<file path="config.mk">
export PLATFORM = sky130hd
export DESIGN_NAME = six_bit_serial_rx
export DESIGN_NICKNAME = d
export VERILOG_FILES = /design/src/rtl/serial_link_pkg.sv /design/src/rtl/sipo_shift_reg.sv /design/src/rtl/six_bit_serial_rx.sv
export SDC_FILE = /design/constraint.sdc
export NUM_CORES = 1
export LEC_CHECK = 0
export BUFFER_PORTS_ARGS = -buffer_cell sky130_fd_sc_hd__buf_2
export CAP_MARGIN = 40
export CORE_ASPECT_RATIO = 0.6
export CORE_MARGIN = 2
export CORE_UTILIZATION = 35
export DETAILED_ROUTE_END_ITERATION = 8
export PLACE_DENSITY = 0.54
export RECOVER_POWER = 50
export SYNTH_ARGS = -nofsm -noshare
export SYNTH_HDL_FRONTEND = slang
export SYNTH_SLANG_ARGS = --single-unit
</file>
<file path="constraint.sdc">
create_clock -name clk -period 2 [get_ports clk]
set_clock_uncertainty 0.05 [all_clocks]
set_input_delay 0.4 -clock clk [delete_from_list [all_inputs] [get_ports clk]]
set_output_delay 0.4 -clock clk [all_outputs]
set_load 0.1 [all_outputs]
</file>
<file path="src/rtl/serial_link_pkg.sv">
// Shared definitions for the 6-bit serial link: frame FSM states, defaults
// and the parity helper used by both the transmitter and the receiver.
package serial_link_pkg;

  typedef enum logic [1:0] {
    IDLE   = 2'd0,
    DATA   = 2'd1,
    PARITY = 2'd2,
    STOP   = 2'd3
  } link_state_e;

  localparam int   DEFAULT_WIDTH    = 6;
  localparam int   MAX_WIDTH        = 16;
  localparam logic DEFAULT_IDLE_LVL = 1'b0;

  // Reduction XOR; callers zero-extend narrower words to MAX_WIDTH.
  function automatic logic xor_reduce(input logic [MAX_WIDTH-1:0] bits);
    return ^bits;
  endfunction

endpackage

</file>
<file path="src/rtl/sipo_shift_reg.sv">
// Serial-in/parallel-out shift register: shifts din into the LSB when
// shift_en is high, so the first bit shifted in ends up in the MSB.
module sipo_shift_reg #(
  parameter int WIDTH = 6
) (
  input  logic             clk,
  input  logic             srst,
  input  logic             clr,
  input  logic             shift_en,
  input  logic             din,
  output logic [WIDTH-1:0] q
);

  logic [WIDTH-1:0] shift_q;
  logic [WIDTH-1:0] shift_d;

  assign shift_d[0] = din;

  for (genvar gi = 1; gi < WIDTH; gi++) begin : g_stage
    assign shift_d[gi] = shift_q[gi-1];
  end

  always_ff @(posedge clk) begin
    if (srst || clr) begin
      shift_q <= '0;
    end else if (shift_en) begin
      shift_q <= shift_d;
    end
  end

  assign q = shift_q;

endmodule

</file>
<file path="src/rtl/six_bit_serial_rx.sv">
// Receiver for the serial link: start detect, MSB-first data capture,
// optional even-parity and stop-bit checks, and a valid/ack output register.
module six_bit_serial_rx
  import serial_link_pkg::*;
#(
  parameter int   WIDTH     = DEFAULT_WIDTH,
  parameter int   PARITY_EN = 1,
  parameter logic IDLE_LVL  = DEFAULT_IDLE_LVL
) (
  input  logic             clk,
  input  logic             rst,
  input  logic             inp,
  output logic [WIDTH-1:0] data_out,
  output logic             valid,
  input  logic             ack,
  output logic             busy,
  output logic             parity_err,
  output logic             frame_err,
  output logic             overrun
);

  localparam int CW = $clog2(WIDTH + 1);

  link_state_e      state_q, state_d;
  logic [CW-1:0]    cnt_q, cnt_d;
  logic             par_q, par_d;
  logic [WIDTH-1:0] data_q, data_d;
  logic             valid_q, valid_d;
  logic             perr_q, perr_d;
  logic             ferr_q, ferr_d;
  logic             ovr_q, ovr_d;

  logic             shift_en;
  logic             shift_clr;
  logic [WIDTH-1:0] shift_word;
  logic [MAX_WIDTH-1:0] shift_ext;

  sipo_shift_reg #(
    .WIDTH (WIDTH)
  ) u_sipo (
    .clk      (clk),
    .srst     (rst),
    .clr      (shift_clr),
    .shift_en (shift_en),
    .din      (inp),
    .q        (shift_word)
  );

  always_comb begin
    shift_ext = '0;
    shift_ext[WIDTH-1:0] = shift_word;
  end

  always_ff @(posedge clk) begin
    if (rst) begin
      state_q <= IDLE;
      cnt_q   <= '0;
      par_q   <= 1'b0;
      data_q  <= '0;
      valid_q <= 1'b0;
      perr_q  <= 1'b0;
      ferr_q  <= 1'b0;
      ovr_q   <= 1'b0;
    end else begin
      state_q <= state_d;
      cnt_q   <= cnt_d;
      par_q   <= par_d;
      data_q  <= data_d;
      valid_q <= valid_d;
      perr_q  <= perr_d;
      ferr_q  <= ferr_d;
      ovr_q   <= ovr_d;
    end
  end

  always_comb begin
    state_d   = state_q;
    cnt_d     = cnt_q;
    par_d     = par_q;
    data_d    = data_q;
    valid_d   = valid_q;
    perr_d    = 1'b0;
    ferr_d    = 1'b0;
    ovr_d     = 1'b0;
    shift_en  = 1'b0;
    shift_clr = 1'b0;

    if (valid_q && ack) begin
      valid_d = 1'b0;
    end

    case (state_q)
      IDLE: begin
        if (inp == ~IDLE_LVL) begin
          state_d   = DATA;
          cnt_d     = '0;
          par_d     = 1'b0;
          shift_clr = 1'b1;
        end
      end
      DATA: begin
        shift_en = 1'b1;
        cnt_d    = cnt_q + CW'(1);
        if (cnt_q == CW'(WIDTH - 1)) begin
          state_d = (PARITY_EN != 0) ? PARITY : STOP;
        end
      end
      PARITY: begin
        par_d   = inp;
        state_d = STOP;
      end
      STOP: begin
        state_d = IDLE;
        ferr_d  = (inp != IDLE_LVL);
        perr_d  = (PARITY_EN != 0) && (xor_reduce(shift_ext) ^ par_q);
        // A good word is only dropped if the previous one is still unconsumed.
        if (!ferr_d && !perr_d) begin
          if (!valid_q || ack) begin
            data_d  = shift_word;
            valid_d = 1'b1;
          end else begin
            ovr_d = 1'b1;
          end
        end
      end
      default: state_d = IDLE;
    endcase
  end

  assign data_out   = data_q;
  assign valid      = valid_q;
  assign busy       = (state_q != IDLE);
  assign parity_err = perr_q;
  assign frame_err  = ferr_q;
  assign overrun    = ovr_q;

endmodule

</file>
==> results.py, run 1 <==
metrics = {
    "status": {
        "status": "completed",
    },
    "synthesis": {
        "synth.avg_cell_area_um2": 9.75,
        "synth_cell_type_count": 24,
        "seq_area_frac_synth_pct": 42.2,
        "synth_seq_cells": 22,
        "netlist_area_um2": 1040,
        "synth_nets": 118,
        "syn_inst": 107,
        "yosysWarnings": 0,
    },
    "power": {
        "p_per_area_nw_per_um2": 1120,
        "ir_worst_vdd_mv": 0.574,
        "p_leak_uw": 0.000490,
    },
    "setup_path": {
        "path_common_cell": "inv_1",
        "arrival_ps": 1430,
        "cp_slowest_stage_delay_ps": 390,
        "path_cells": "inv_1 -> ha_1 -> inv_1 -> clkbuf_4",
        "worstReg2RegEnd": "data_out[5]$_SDFFE_PP0P_",
        "r2r_slack_ps": 350,
        "slowest_stage": "dfxtp_1",
        "cp-end-kind": "output port",
        "critPathKind": "flip-flop to output port",
        "worstSetupStartpointType": "flip-flop",
        "worstPathRequired_ps": 1550,
        "cp_max_fo": 5,
        "r2r_cells": 4,
        "reg2reg_from": "u_sipo.q[0]$_SDFFE_PP0N_",
    },
    "timing": {
        "finalSetupViolations": 0,
        "period_share_pct": 93.8,
        "rsz0062_at_grt": "no",
        "slew_headroom_pct": 63.7,
        "period_minus_slack_ps": 1880,
        "drv_slew": 0,
        "hold_viol_final": 0,
        "worst_pin_slew_ps": 547,
        "fin_setup_tns_ps": 0,
        "timing.fmax_ghz": 0.533,
    },
    "cells_and_area": {
        "finalNonFillerCells": 162,
        "drive_above_1_share_pct": 16.7,
        "fill_cells": 290,
        "insertedDiodeCount": 0,
        "fin_nets": 133,
        "finalInstanceArea_um2": 1190,
        "final_common_cell": "dfxtp_1",
        "area_growth_pct": 13.8,
        "final_cell_mix": "dfxtp_1 (22), nand2b_1 (16), mux2i_1 (13), nor2_1 (13), buf_2 (8)",
    },
    "cts": {
        "clk-insertion-delay-late_ps": 260,
        "h-tree-depth": 1,
        "postCtsHoldBufs": 0,
        "clk_pin_slew_ps": 70,
        "cts_buffers": 3,
        "cts.sinks": 22,
        "cts_tree": "done",
        "clockBufferDepth": 2,
        "cts_root_buffer": "clkbuf_8",
    },
    "global_routing": {
        "grt_pass1_vias": 732,
        "grt-ovfl-total": 0,
        "grt_util_all_layers_pct": 12.7,
        "antenna_found_initial": 0,
        "grt_max_degree": 22,
        "grt_pass1_wl_um": 3170,
    },
    "worst_hold_path": {
        "hp-start": "ack",
        "whs_path_depth": 3,
        "hold_path_class": "primary input to flip-flop",
        "min_to": "overrun$_SDFF_PP0_",
    },
    "drt": {
        "drt_first_iter_violations": 17,
        "drtPass1Iterations": 4,
        "post_drt_wl_per_cell_um": 11.5,
        "detail_route.wirelength_um": 1860,
        "dr_total_vias": 749,
        "vias_per_cell": 4.62,
        "postRouteAntennaNets": 0,
        "drc": 0,
    },
    "placement": {
        "numPortBuffers": 14,
        "gp_congestion": 0.689,
        "dpl_cell_area_um2": 1140,
        "dp_hpwl_um": 1380,
        "dpl.cell_count": 159,
    },
    "floorplanning": {
        "core_um2": 2850,
        "dieArea_um2": 3450,
        "start_util_pct": 36.6,
        "io_pins": 15,
        "die_w_um": 74.5,
        "rows": 15,
        "die_y_um": 46.3,
    },
    "flow_run": {
        "max-cap-violations": 0,
    },
}
==> through the flow <==
stage	setup WS [ps]	hold slack, ps	utilization, %	total power, µW
global route	56.5	434	41.6	1410
floorplan	229	416	-	970
CTS	21.9	396	41.5	1330
global placement	339	407	40.1	1050
finish	124	406	41.6	1330
detailed placement	306	423	40.1	1060
==> routing by layer <==
layer	track usage [%]	share of wire, %	up-vias
met2	19.6	41	14
li1	-	-	377
met5	0	0	-
met4	3.21	0.43	0
met3	5.47	5.3	2
met1	16.4	53	356
==> cells in the mapped netlist <==
cell type	number	area, µm²
and4_4	1	11.3
xor2_1	1	8.76
a2bb2oi_1	1	8.76
xnor2_1	1	8.76
ha_1	7	87.6
buf_6	1	11.3
nand2b_1	16	100
a22oi_1	1	7.51
or2_2	1	6.26
inv_1	5	18.8
xnor3_1	1	22.5
a21oi_1	4	20.0
o22ai_1	1	6.26
mux2i_1	13	130
nor2b_1	1	6.26
nor2_1	13	48.8
nor3_1	2	10.0
a211oi_1	1	7.51
dfxtp_1	22	440
o21ai_0	2	10.0
nand2_1	6	22.5
clkbuf_1	3	11.3
xnor3_2	1	23.8
or2b_1	2	15.0
==> registers in the layout, indices dropped and copies added, names as in the netlist <==
register    cells
cnt_q           3
par_q           1
u_sipo.q        6
frame_err       1
valid           1
data_out        6
parity_err      1
overrun         1
state_q         2
==> cells by family (layout without fill, tap and decap cells) <==
logic type	count (synthesis)	in the layout	synth area share (%)
xor gates and xnor gates	4	4	6.11
muxes	13	13	12.5
AOI/OAI and AO/OA	10	10	5.76
and+or+nand+nor	42	42	21.1
buffers and inverters	9	22	3.96
adders and majority gates	7	7	8.39
DFF	22	22	42.2
==> area by class of cell <==
| class | count | area, µm² | share of cell area [%] |
|---|---|---|---|
| clock buffer | 3 | 41.3 | 3.48 |
| inverter | 5 | 18.8 | 1.58 |
| multi-input combinational | 76 | 562 | 47.3 |
| sequential | 22 | 440 | 37.1 |
| tap | 42 | 52.6 | 4.43 |
| timing repair buffer | 14 | 72.6 | 6.11 |
==> how the worst max path moves through the flow <==
stage                             from            endpoint  slack (ps)
2_1_floorplan  state_q[0]$_SDFFE_PP0P_  par_q$_SDFFE_PP0P_         230
3_3_place_gp   state_q[0]$_SDFFE_PP0P_                busy         340
3_5_place_dp   state_q[0]$_SDFFE_PP0P_                busy         310
4_1_cts        state_q[0]$_SDFFE_PP0P_                busy          20
5_1_grt        state_q[0]$_SDFFE_PP0P_                busy          60
6_report       state_q[0]$_SDFFE_PP0P_                busy         120
==> where the power goes <==
| group | switching (µW) | total (µW) | internal (µW) |
|---|---|---|---|
| Clock | 135 | 269 | 134 |
| Combinational | 355 | 546 | 191 |
| Sequential | 36.2 | 514 | 477 |
==> worst max-delay path: cells and delay by family, from the launching register on <==
| family | cells | cell delay [ps] |
|---|---|---|
| buf+inv | 3 | 520 |
| flops | 1 | 390 |
| fa+ha+maj | 1 | 260 |
==> what timing repair did <==
action	4_1_cts	5_1_grt
gates resized for setup	0	1
endpoints found under the setup margin	0	1
setup buffers	0	0
(Power assumes the default switching activity.)
==> run 2, diff against run 1 <==
--- a/config.mk
+++ b/config.mk
@@ -11,7 +11,6 @@
 export CORE_MARGIN = 2
 export CORE_UTILIZATION = 35
 export DETAILED_ROUTE_END_ITERATION = 8
-export PLACE_DENSITY = 0.54
 export RECOVER_POWER = 50
 export SYNTH_ARGS = -nofsm -noshare
 export SYNTH_HDL_FRONTEND = slang
==> run 2 against run 1 <==
Register-to-register slack about the same. Hold slack about the same. Final cell count unchanged. Die area unchanged. Clock-buffer cell count unchanged. Routed wire length down 3.3%. Power down 0.99%. Critical path depth unchanged. Critical endpoint unchanged. Via count down 3.3%. Fmax up 1.3%.
==> results.py, run 2 (synthesis results as in run 1) <==
metrics = {
    "setup_path": {
        "path_common_cell": "inv_1",
        "critPathKind": "flip-flop to output port",
        "cp_max_fo": 5,
        "cp_top_family": "buffers and inverters",
        "cp_slowest_stage_delay_ps": 380,
        "cp_num_buf_inv": 3,
        "path_cells": "inv_1 -> ha_1 -> inv_1 -> clkbuf_4",
        "slowest_stage": "dfxtp_1",
        "arrival_ps": 1400,
        "worstSetupStartpointType": "flip-flop",
        "cp_num_cells": 4,
        "cp-end-kind": "output port",
        "r2r_cells": 4,
        "worstPathRequired_ps": 1550,
    },
    "drt": {
        "post_drt_wl_per_cell_um": 11.1,
        "detail_route.wirelength_um": 1800,
        "vias_per_cell": 4.47,
        "postRouteAntennaNets": 0,
        "drc": 0,
        "drtPass1Iterations": 4,
        "dr_total_vias": 724,
        "drt_first_iter_violations": 7,
    },
    "cells_and_area": {
        "finalInstanceArea_um2": 1190,
        "area_growth_pct": 13.8,
        "fill_cells": 289,
        "regArea_um2": 440,
        "drive_above_1_share_pct": 16.7,
        "final_cell_mix": "dfxtp_1 (22), nand2b_1 (16), mux2i_1 (13), nor2_1 (13), clkbuf_2 (8)",
        "insertedDiodeCount": 0,
        "final_common_cell": "dfxtp_1",
        "multi_input_area_um2": 562,
        "fin_nets": 133,
    },
    "timing": {
        "timing.fmax_ghz": 0.540,
        "period_share_pct": 92.6,
        "drv_slew": 0,
        "slew_headroom_pct": 64.0,
        "period_minus_slack_ps": 1850,
        "worst_pin_slew_ps": 542,
        "rsz0062_at_grt": "no",
        "hold_viol_final": 0,
        "finalSetupViolations": 0,
        "fin_setup_tns_ps": 0,
    },
    "cts": {
        "cts_root_buffer": "clkbuf_8",
        "cts.sinks": 22,
        "h-tree-depth": 1,
        "clockBufferDepth": 2,
        "postCtsHoldBufs": 0,
        "cts_buffers": 3,
        "cts_tree": "done",
        "clk-insertion-delay-late_ps": 260,
        "clk_pin_slew_ps": 70,
    },
    "flow_run": {
        "max-cap-violations": 0,
    },
    "floorplanning": {
        "die_y_um": 46.3,
        "core_um2": 2850,
        "rows": 15,
        "start_util_pct": 36.6,
        "dieArea_um2": 3450,
        "die_w_um": 74.5,
        "io_pins": 15,
    },
    "global_routing": {
        "grt-ovfl-total": 0,
        "antenna_found_initial": 0,
        "grt_pass1_vias": 691,
        "grt_pass1_wl_um": 3030,
        "grt_util_all_layers_pct": 12.3,
        "grt_max_degree": 22,
    },
    "placement": {
        "dpl_cell_area_um2": 1140,
        "dp_hpwl_um": 1310,
        "numPortBuffers": 14,
        "gp_congestion": 0.718,
    },
    "status": {
        "status": "completed",
    },
    "power": {
        "ir_worst_vdd_mv": 0.706,
        "p_leak_uw": 0.000487,
        "p_per_area_nw_per_um2": 1110,
    },
    "worst_hold_path": {
        "hold_path_class": "primary input to flip-flop",
        "whs_path_depth": 3,
    },
}
==> run 2: changes by cell type in the layout (fill, tap and decap cells not counted) <==
cell	change
buf_2	-3
clkbuf_2	+3
==> run 2: worst min-delay path, stage by stage <==
cell and delay [ps]:
buf_2 70, nand2b_1 130, nor3_1 70
==> run 2: area by class of cell <==
class	instances	share of cell area [%]
Clock buffer	3	3.48
Tap cell	42	4.43
Sequential cell	22	37.1
Inverter	5	1.58
Multi-Input combinational cell	76	47.3
Timing Repair Buffer	14	6.11
==> run 2: timing repair <==
item,CTS,global route
setup buffers,0,0
gates resized for setup,0,1
endpoints found under the setup margin,0,1
==> run 2: path summary, 6_finish.rpt <==
kind | start | end | slack, ps
min | ack | overrun$_SDFF_PP0_ | 410
min reg2reg | data_out[1]$_SDFFE_PP0P_ | data_out[1]$_SDFFE_PP0P_ | 420
max reg2reg | u_sipo.q[0]$_SDFFE_PP0N_ | data_out[5]$_SDFFE_PP0P_ | 360
max | state_q[0]$_SDFFE_PP0P_ | busy | 150
==> run 2: metrics by stage <==
step	hold WS, ps	cells	worst slack (ps)	power, µW	utilization (%)
floorplan	416	107	229	970	-
global placement	411	159	347	1040	40.1
detailed placement	411	159	336	1060	40.1
CTS	394	162	38.9	1330	41.5
global route	401	162	45.5	1410	41.6
finish	406	162	148	1320	41.6
==> run 2: report_power, final <==
group          internal [µW]  switching, µW  total, µW
registers                478           36.0        514
clock network            134            127        261
logic                    189            353        541
total                    800            516       1320
==> run 2: routing by layer <==
layer	up-vias	global-route usage, %	part of all wire (%)
met3	2	5.69	5.9
met5	-	0	0
met2	15	18.8	41
li1	380	-	-
met1	327	15.4	53
met4	0	4.64	0.44
